`src/rtl/switch_arbiter_if.sv`:
```
// Handshake bundle between the port queues, the arbiter and the output word path.
interface switch_arbiter_if #(
  parameter int unsigned NPORTS = 4,
  parameter int unsigned SEL_W  = $clog2(NPORTS)
);
  logic [NPORTS-1:0] req;
  logic              out_ready;
  logic [NPORTS-1:0] grant;
  logic [SEL_W-1:0]  sel;
  logic              busy;
  logic              word_en;
  logic              last;
  logic              frame_done;

  // Arbiter side.
  modport master (
    input  req, out_ready,
    output grant, sel, busy, word_en, last, frame_done
  );

  // Port-queue / datapath side.
  modport slave (
    output req, out_ready,
    input  grant, sel, busy, word_en, last, frame_done
  );
endinterface

```
`src/rtl/switch_arbiter.sv`:
```
// Round-robin packet scheduler: grants one port, sequences WORDS word transfers
// under output backpressure, then releases the grant and rotates priority.
module switch_arbiter #(
  parameter int unsigned NPORTS = 4,
  parameter int unsigned WORDS  = 4,
  parameter int unsigned SEL_W  = $clog2(NPORTS),
  parameter int unsigned CNT_W  = 8
) (
  input  logic               clk_i,
  input  logic               rst_ni,
  switch_arbiter_if.master   bus
);

  typedef enum logic [1:0] {StIdle, StXfer, StDone} state_e;

  localparam logic [CNT_W-1:0]  LastCnt = CNT_W'(WORDS - 1);
  localparam logic [SEL_W-1:0]  LgReset = SEL_W'(NPORTS - 1);
  localparam logic [NPORTS-1:0] OneHot0 = NPORTS'(1);

  state_e            state_q, state_d;
  logic [NPORTS-1:0] grant_q, grant_d;
  logic [SEL_W-1:0]  sel_q, sel_d;
  logic [SEL_W-1:0]  lg_q, lg_d;
  logic [CNT_W-1:0]  cnt_q, cnt_d;
  logic              frame_done_q, frame_done_d;

  logic              pick_found;
  logic [SEL_W-1:0]  pick_idx;
  logic              word_en;
  logic              last;

  // First requester searching upward from the port after the last-granted one.
  always_comb begin
    pick_found = 1'b0;
    pick_idx   = '0;
    for (int unsigned i = 1; i <= NPORTS; i++) begin
      if (!pick_found && bus.req[SEL_W'((32'(lg_q) + i) % NPORTS)]) begin
        pick_found = 1'b1;
        pick_idx   = SEL_W'((32'(lg_q) + i) % NPORTS);
      end
    end
  end

  // Next-state, word sequencing and combinational transfer strobes.
  always_comb begin
    state_d      = state_q;
    grant_d      = grant_q;
    sel_d        = sel_q;
    lg_d         = lg_q;
    cnt_d        = cnt_q;
    frame_done_d = 1'b0;
    word_en      = 1'b0;
    last         = 1'b0;
    unique case (state_q)
      StIdle: begin
        if (pick_found) begin
          grant_d = OneHot0 << pick_idx;
          sel_d   = pick_idx;
          cnt_d   = '0;
          state_d = StXfer;
        end
      end
      StXfer: begin
        // Counter only advances on accepted words; stalls are unbounded.
        if (bus.out_ready) begin
          word_en = 1'b1;
          if (cnt_q == LastCnt) begin
            last         = 1'b1;
            grant_d      = '0;
            cnt_d        = '0;
            frame_done_d = 1'b1;
            state_d      = StDone;
          end else begin
            cnt_d = cnt_q + 1'b1;
          end
        end
      end
      StDone: begin
        // Priority rotates only for completed packets.
        lg_d    = sel_q;
        state_d = StIdle;
      end
      default: begin
        state_d = StIdle;
      end
    endcase
  end

  // State registers; async reset abandons any packet in flight.
  always_ff @(posedge clk_i or negedge rst_ni) begin
    if (!rst_ni) begin
      state_q      <= StIdle;
      grant_q      <= '0;
      sel_q        <= '0;
      lg_q         <= LgReset;
      cnt_q        <= '0;
      frame_done_q <= 1'b0;
    end else begin
      state_q      <= state_d;
      grant_q      <= grant_d;
      sel_q        <= sel_d;
      lg_q         <= lg_d;
      cnt_q        <= cnt_d;
      frame_done_q <= frame_done_d;
    end
  end

  assign bus.grant      = grant_q;
  assign bus.sel        = sel_q;
  assign bus.busy       = (state_q != StIdle);
  assign bus.word_en    = word_en;
  assign bus.last       = last;
  assign bus.frame_done = frame_done_q;

endmodule

```
`src/flat_wrapper.sv`:
```
// flat-port wrapper written by rule: the top's interface ports become plain ports
module switch_arbiter_flat 
#(
  parameter int unsigned NPORTS = 4,
  parameter int unsigned WORDS  = 4,
  parameter int unsigned SEL_W  = $clog2(NPORTS),
  parameter int unsigned CNT_W  = 8
)
  (clk_i, rst_ni, bus_req, bus_out_ready, bus_grant, bus_sel, bus_busy, bus_word_en, bus_last, bus_frame_done);
  switch_arbiter_if #(.NPORTS(NPORTS), .SEL_W(SEL_W)) bus_i ();
  input  logic clk_i;
  input  logic rst_ni;
  input wire logic [$bits(bus_i.req)-1:0] bus_req;
  input wire logic [$bits(bus_i.out_ready)-1:0] bus_out_ready;
  output wire logic [$bits(bus_i.grant)-1:0] bus_grant;
  output wire logic [$bits(bus_i.sel)-1:0] bus_sel;
  output wire logic [$bits(bus_i.busy)-1:0] bus_busy;
  output wire logic [$bits(bus_i.word_en)-1:0] bus_word_en;
  output wire logic [$bits(bus_i.last)-1:0] bus_last;
  output wire logic [$bits(bus_i.frame_done)-1:0] bus_frame_done;
  assign bus_i.req = bus_req;
  assign bus_i.out_ready = bus_out_ready;
  assign bus_grant = bus_i.grant;
  assign bus_sel = bus_i.sel;
  assign bus_busy = bus_i.busy;
  assign bus_word_en = bus_i.word_en;
  assign bus_last = bus_i.last;
  assign bus_frame_done = bus_i.frame_done;
  switch_arbiter #(.NPORTS(NPORTS), .WORDS(WORDS), .SEL_W(SEL_W), .CNT_W(CNT_W)) u_core (.clk_i(clk_i), .rst_ni(rst_ni), .bus(bus_i));
endmodule
```
`config.mk`:
```
export PLATFORM = sky130hd
export DESIGN_NAME = switch_arbiter_flat
export DESIGN_NICKNAME = d
export VERILOG_FILES = /design/src/rtl/switch_arbiter_if.sv /design/src/rtl/switch_arbiter.sv /design/src/flat_wrapper.sv
export SDC_FILE = /design/constraint.sdc
export NUM_CORES = 1
export LEC_CHECK = 0
export ABC_AREA = 1
export CAP_MARGIN = 40
export CORE_MARGIN = 1.5
export CORE_UTILIZATION = 58
export CTS_BUF_LIST = sky130_fd_sc_hd__clkbuf_16
export DETAILED_ROUTE_END_ITERATION = 10
export PLACE_DENSITY = 0.94
export SYNTH_ARGS = -nofsm -noshare
export SYNTH_HDL_FRONTEND = slang
export SYNTH_SLANG_ARGS = --single-unit
export TNS_END_PERCENT = 30
```
`constraint.sdc`:
```
create_clock -name clk_i -period 5 [get_ports clk_i]
set_input_delay 0.75 -clock clk_i [delete_from_list [all_inputs] [get_ports clk_i]]
set_output_delay 0.75 -clock clk_i [all_outputs]
set_load 0.01 [all_outputs]
```
* Word level (Yosys, flattened, before mapping)
Cells that the tools add are included.
** Cells by class
- Add/sub/neg operators :: 5
- $lt $le $gt $ge :: 4
- Eq/ne operators :: 6
- Shifts and indexed selects :: 1
- Multiplexer cells :: 33
- Reductions and logical operators :: 13
** Operator list (count)
- $mux 8 :: 3
- $pmux 8 s2 :: 1
- $mux 2 :: 7
- $mux 1 :: 13
- $lt 2x3->1 const B :: 4
- $mux 4 :: 3
- $add 8x1->8 const B :: 1
- $bmux 1 s2 :: 4
- $eq 8x2->1 const B :: 1
- $pmux 4 s2 :: 1
- $reduce_and 3->1 :: 2
- $add 2x1->2 const B :: 2
- $add 2x2->2 const B :: 2
- $ne 2x1->1 const B :: 2
- $pmux 2 s2 :: 1
- $reduce_and 4->1 :: 1
- $reduce_bool 2->1 :: 2
- $shl 1x2->4 const A :: 1
- $logic_and 1x1->1 :: 3
- $logic_not 1->1 :: 3
- $eq 2x1->1 const B :: 1
- $eq 2x2->1 const B :: 1
- $logic_not 2->1 :: 1
- $ne 2x2->1 const B :: 1
- $reduce_and 2->1 :: 1
** Word-level totals
- Bits in registers :: 19
- Input port bits :: 7
- Output and inout port bits :: 10
- Logic and storage cells :: 68

* Logic depth before layout (Yosys ltp)
- Word-level depth :: 16
- Depth in mapped cells :: 13
- Depth with buffers taken out :: 12

* Least setup slack after synthesis
Ideal clock, no wire load.
- Path type :: input to output
- Start point :: in bus_out_ready
- End point :: out bus_last
- Arrival time :: 1343 ps
- Required time :: 4250 ps
- Path slack :: 2907 ps
- Stages on the path :: 4
- Buffers on the path :: 0
- Cell sequence :: inv_1 nor2_1 inv_1 nor2_1
** Between the ends
- Cells in the longest elaborated chain, start to end :: 2
** RTL lines
- start: declaration :: RTL line flat_wrapper.sv:14 : input wire logic [$bits(bus_i.out_ready)-1:0] bus_out_ready;
- $mux 1 :: RTL line switch_arbiter.sv:65 : if (bus.out_ready) begin
- $mux 1 :: RTL line switch_arbiter.sv:54 : unique case (state_q)
- end: declaration :: RTL line flat_wrapper.sv:19 : output wire logic [$bits(bus_i.last)-1:0] bus_last;
Every way passes these cells.

* Worst setup path after layout
Same ends and word-level chain as after synthesis.

==> results.yml <==
die:
  core_area_mm2: 0.002002
  num_rows: 16
  die_x_um: 49.49
  die-area_mm2: 0.002449
  die_y_um: 49.49
  initial_core_util_pct: 62.62
  num_io_pins: 17
critical_path:
  worst-path-max-fanout: 4
  worstSetupPathType: "input port to output pin"
  rrSetupSlack_ns: 3.15
  cp_data_arrival_time_ns: 2.27
  cpMaxStageDelayCell: "clkdlybuf4s50_1"
  cp-start-kind: "input port"
  r2r_cells: 11
  r2r_end: "u_core.cnt_q[1]"
  rr_startpoint: "u_core.lg_q[0]"
  worstSetupEndpointType: "output pin"
  required_ns: 4.25
  crit_path_max_incr_delay_ns: 0.56
  crit_chain: "clkdlybuf4s50_1, inv_1, nor2_1, inv_1, nor2_1, clkdlybuf4s50_1"
synthesis:
  synth_area_per_cell_um2: 7.375
  yosysWarnings: 0
  synth_cells: 170
  synth_nets: 178
  yosysTopAreaCellShare_pct: 33.93
  synth_top_area_cell: "dfrtp_1"
  ys_ff_latch: 19
  netlist_area_mm2: 0.001254
  synth_seq_area_share_pct: 38.12
  synth_cell_types: 23
  synth_area_leaders: "dfrtp_1 (34%), nand2_1 (15%), inv_1 (6.9%), nor2_1 (5.4%), o21ai_2 (4.9%)"
pwr:
  p_switching_mw: 0.3904
  internal_power_mw: 0.4879
  p_per_area_mw_per_mm2: 577.7
  sequentialPowerShare_pct: 29.2
  vdd_ir_drop_max_uv: 460.5
  power_mw: 0.8783
  p_leak_nw: 0.7709
  comb_power_share_pct: 52.3
  switching_share_pct: 44.45
  p_clk_share_pct: 18.4
timing:
  fmax_mhz: 331.5
  worst_pin_slew_ns: 0.4123
  period_needed_ns: 3.017
  relSlewSlack_pct: 72.30
  hold_violations: 0
  slew_violations: 0
  finalCritPeriodShare_pct: 60.34
  setup_viol: 0
  fin_tns_setup_ns: 0
  fin_worst_skew_ns: 0.003241
  rsz0062_at_grt: "no"
route:
  vias: 1200
  drtIter0Drc: 49
  final_antenna_net_count: 0
  via_per_inst: 5.556
  first_pass_iters: 6
  wl_per_cell_um: 13.56
  drt_wl_total_um: 2928
  post-route-drc-count: 0
worst_hold_path:
  worstHoldEndpoint: "u_core.bus.grant[1]"
  holdPathStages: 2
  hp-start: "u_core.bus.grant[1]"
  hold_path.class: "flop to flop"
placement:
  place_congestion: 0.8497
  dp_cells: 212
  dp_hpwl_um: 2028
  io_buffers: 16
layout:
  area_growth_pct: 21.26
  mostFrequentLayoutCells: "nand2_1 (49), inv_1 (23), nor2_1 (18), dfrtp_1 (17), clkdlybuf4s50_1 (16)"
  stdcell_count: 216
  antennaDiodeCount: 0
  final_common_cell: "nand2_1"
  postLayoutCoreUtil_pct: 75.94
  drive_above_1_share_pct: 16.40
  fin_nets: 198
global_routing:
  first_global_vias: 1219
  grt-ovfl-total: 0
  grt_max_degree: 20
  grt_antenna_before_repair: 0
  grt_pass1_wl_um: 5099
  grt_usage_pct: 26.74
clock_tree:
  hold_buffers: 0
  cts_tree: "done"
  cts-root-buf: "clkbuf_16"
  clock_latency_ns: 0.25
  numCtsBuffers: 3
  cts-htree-levels: 1
  clock_sinks: 19
  cts_max_path_buffers: 2
  cts_resized: 0
  clkSlewWorstSetupHoldPaths_ns: 0.05
  post-cts-setup-buffer-count: 0
job:
  drv_cap: 0
run_status:
  outcome: "finished, final reports clean"
## per-stage QoR
| step | hold WS (ns) | area (um2) | setup WS, ns |
|---|---|---|---|
| after floorplan | 0.4544 | 1254 | 2.907 |
| after global placement | 0.4638 | 1425 | 2.067 |
| after detailed placement | 0.4673 | 1440 | 2.018 |
| after CTS | 0.4998 | 1520 | 2.011 |
| after global routing | 0.5312 | 1520 | 1.899 |
| final | 0.4954 | 1520 | 1.983 |
## worst max-delay path: cells and delay by family
kind / cells / cell delay (ns)
AND/OR/NAND/NOR: 2 / 0.28
buffers and inverters: 4 / 1.23
## kinds of logic (layout without fill, tap and decap cells)
group | after synthesis | in the layout | share of synthesized area, %
XOR/XNOR | 4 | 4 | 2.794
adder cells (fa/ha/maj) | 1 | 1 | 0.9978
flip-flops | 19 | 19 | 38.12
AND/OR/NAND/NOR | 102 | 102 | 39.62
buffers and inverters | 28 | 47 | 9.781
AO/OA/AOI/OAI | 16 | 16 | 8.682
## state kept, by name, indices dropped and copies added (netlist names)
| signal | flops |
|---|---|
| u_core.bus.frame_done | 1 |
| u_core.bus.grant | 4 |
| u_core.bus.sel | 2 |
| u_core.cnt_q | 8 |
| u_core.lg_q | 2 |
| u_core.state_q | 2 |
## layout make-up
type / count / area [um2]
clock buffers: 3 / 75.07
flip-flops and latches: 19 / 478.0
repair buffers: 17 / 175.2
inverters: 26 / 100.1
well taps: 27 / 33.78
multi-input cells: 123 / 653.1
clock inverters: 1 / 5.005
fillers: 149 / 481.7
## synth_stat cells (all sizes together)
cell	instances
nand3	13
nand2	60
o21ai	13
a21oi	2
nand4	6
buf	2
o31ai	1
xor2	4
dfrtp	17
nor2	20
ha	1
dfstp	2
inv	26
nor3	3
## worst max-delay path by stage
stage                        from        to  slack, ns
floorplan           bus_out_ready  bus_last       2.91
global placement    bus_out_ready  bus_last       2.07
detailed placement  bus_out_ready  bus_last       2.02
CTS                 bus_out_ready  bus_last       2.01
global route        bus_out_ready  bus_last       1.90
finish              bus_out_ready  bus_last       1.98
## power by group through the flow
stage	sequential (mW)	combinational [mW]	clock [mW]
floorplan	0.256	0.318	0
global placement	0.253	0.422	0
detailed placement	0.256	0.447	0
CTS	0.256	0.458	0.165
global route	0.262	0.507	0.170
finish	0.257	0.460	0.162
## per-layer routing
metal  share of wire [%]  global-route usage, %  vias to the layer above
met5                   0                      0                        -
met1                  37                  27.35                      560
li1                    -                      -                      576
met2                  55                  51.58                       54
met3                 4.8                  5.758                       10
met4                 3.2                  11.57                        0
Note: power is estimated with default switching activity, not from simulation.
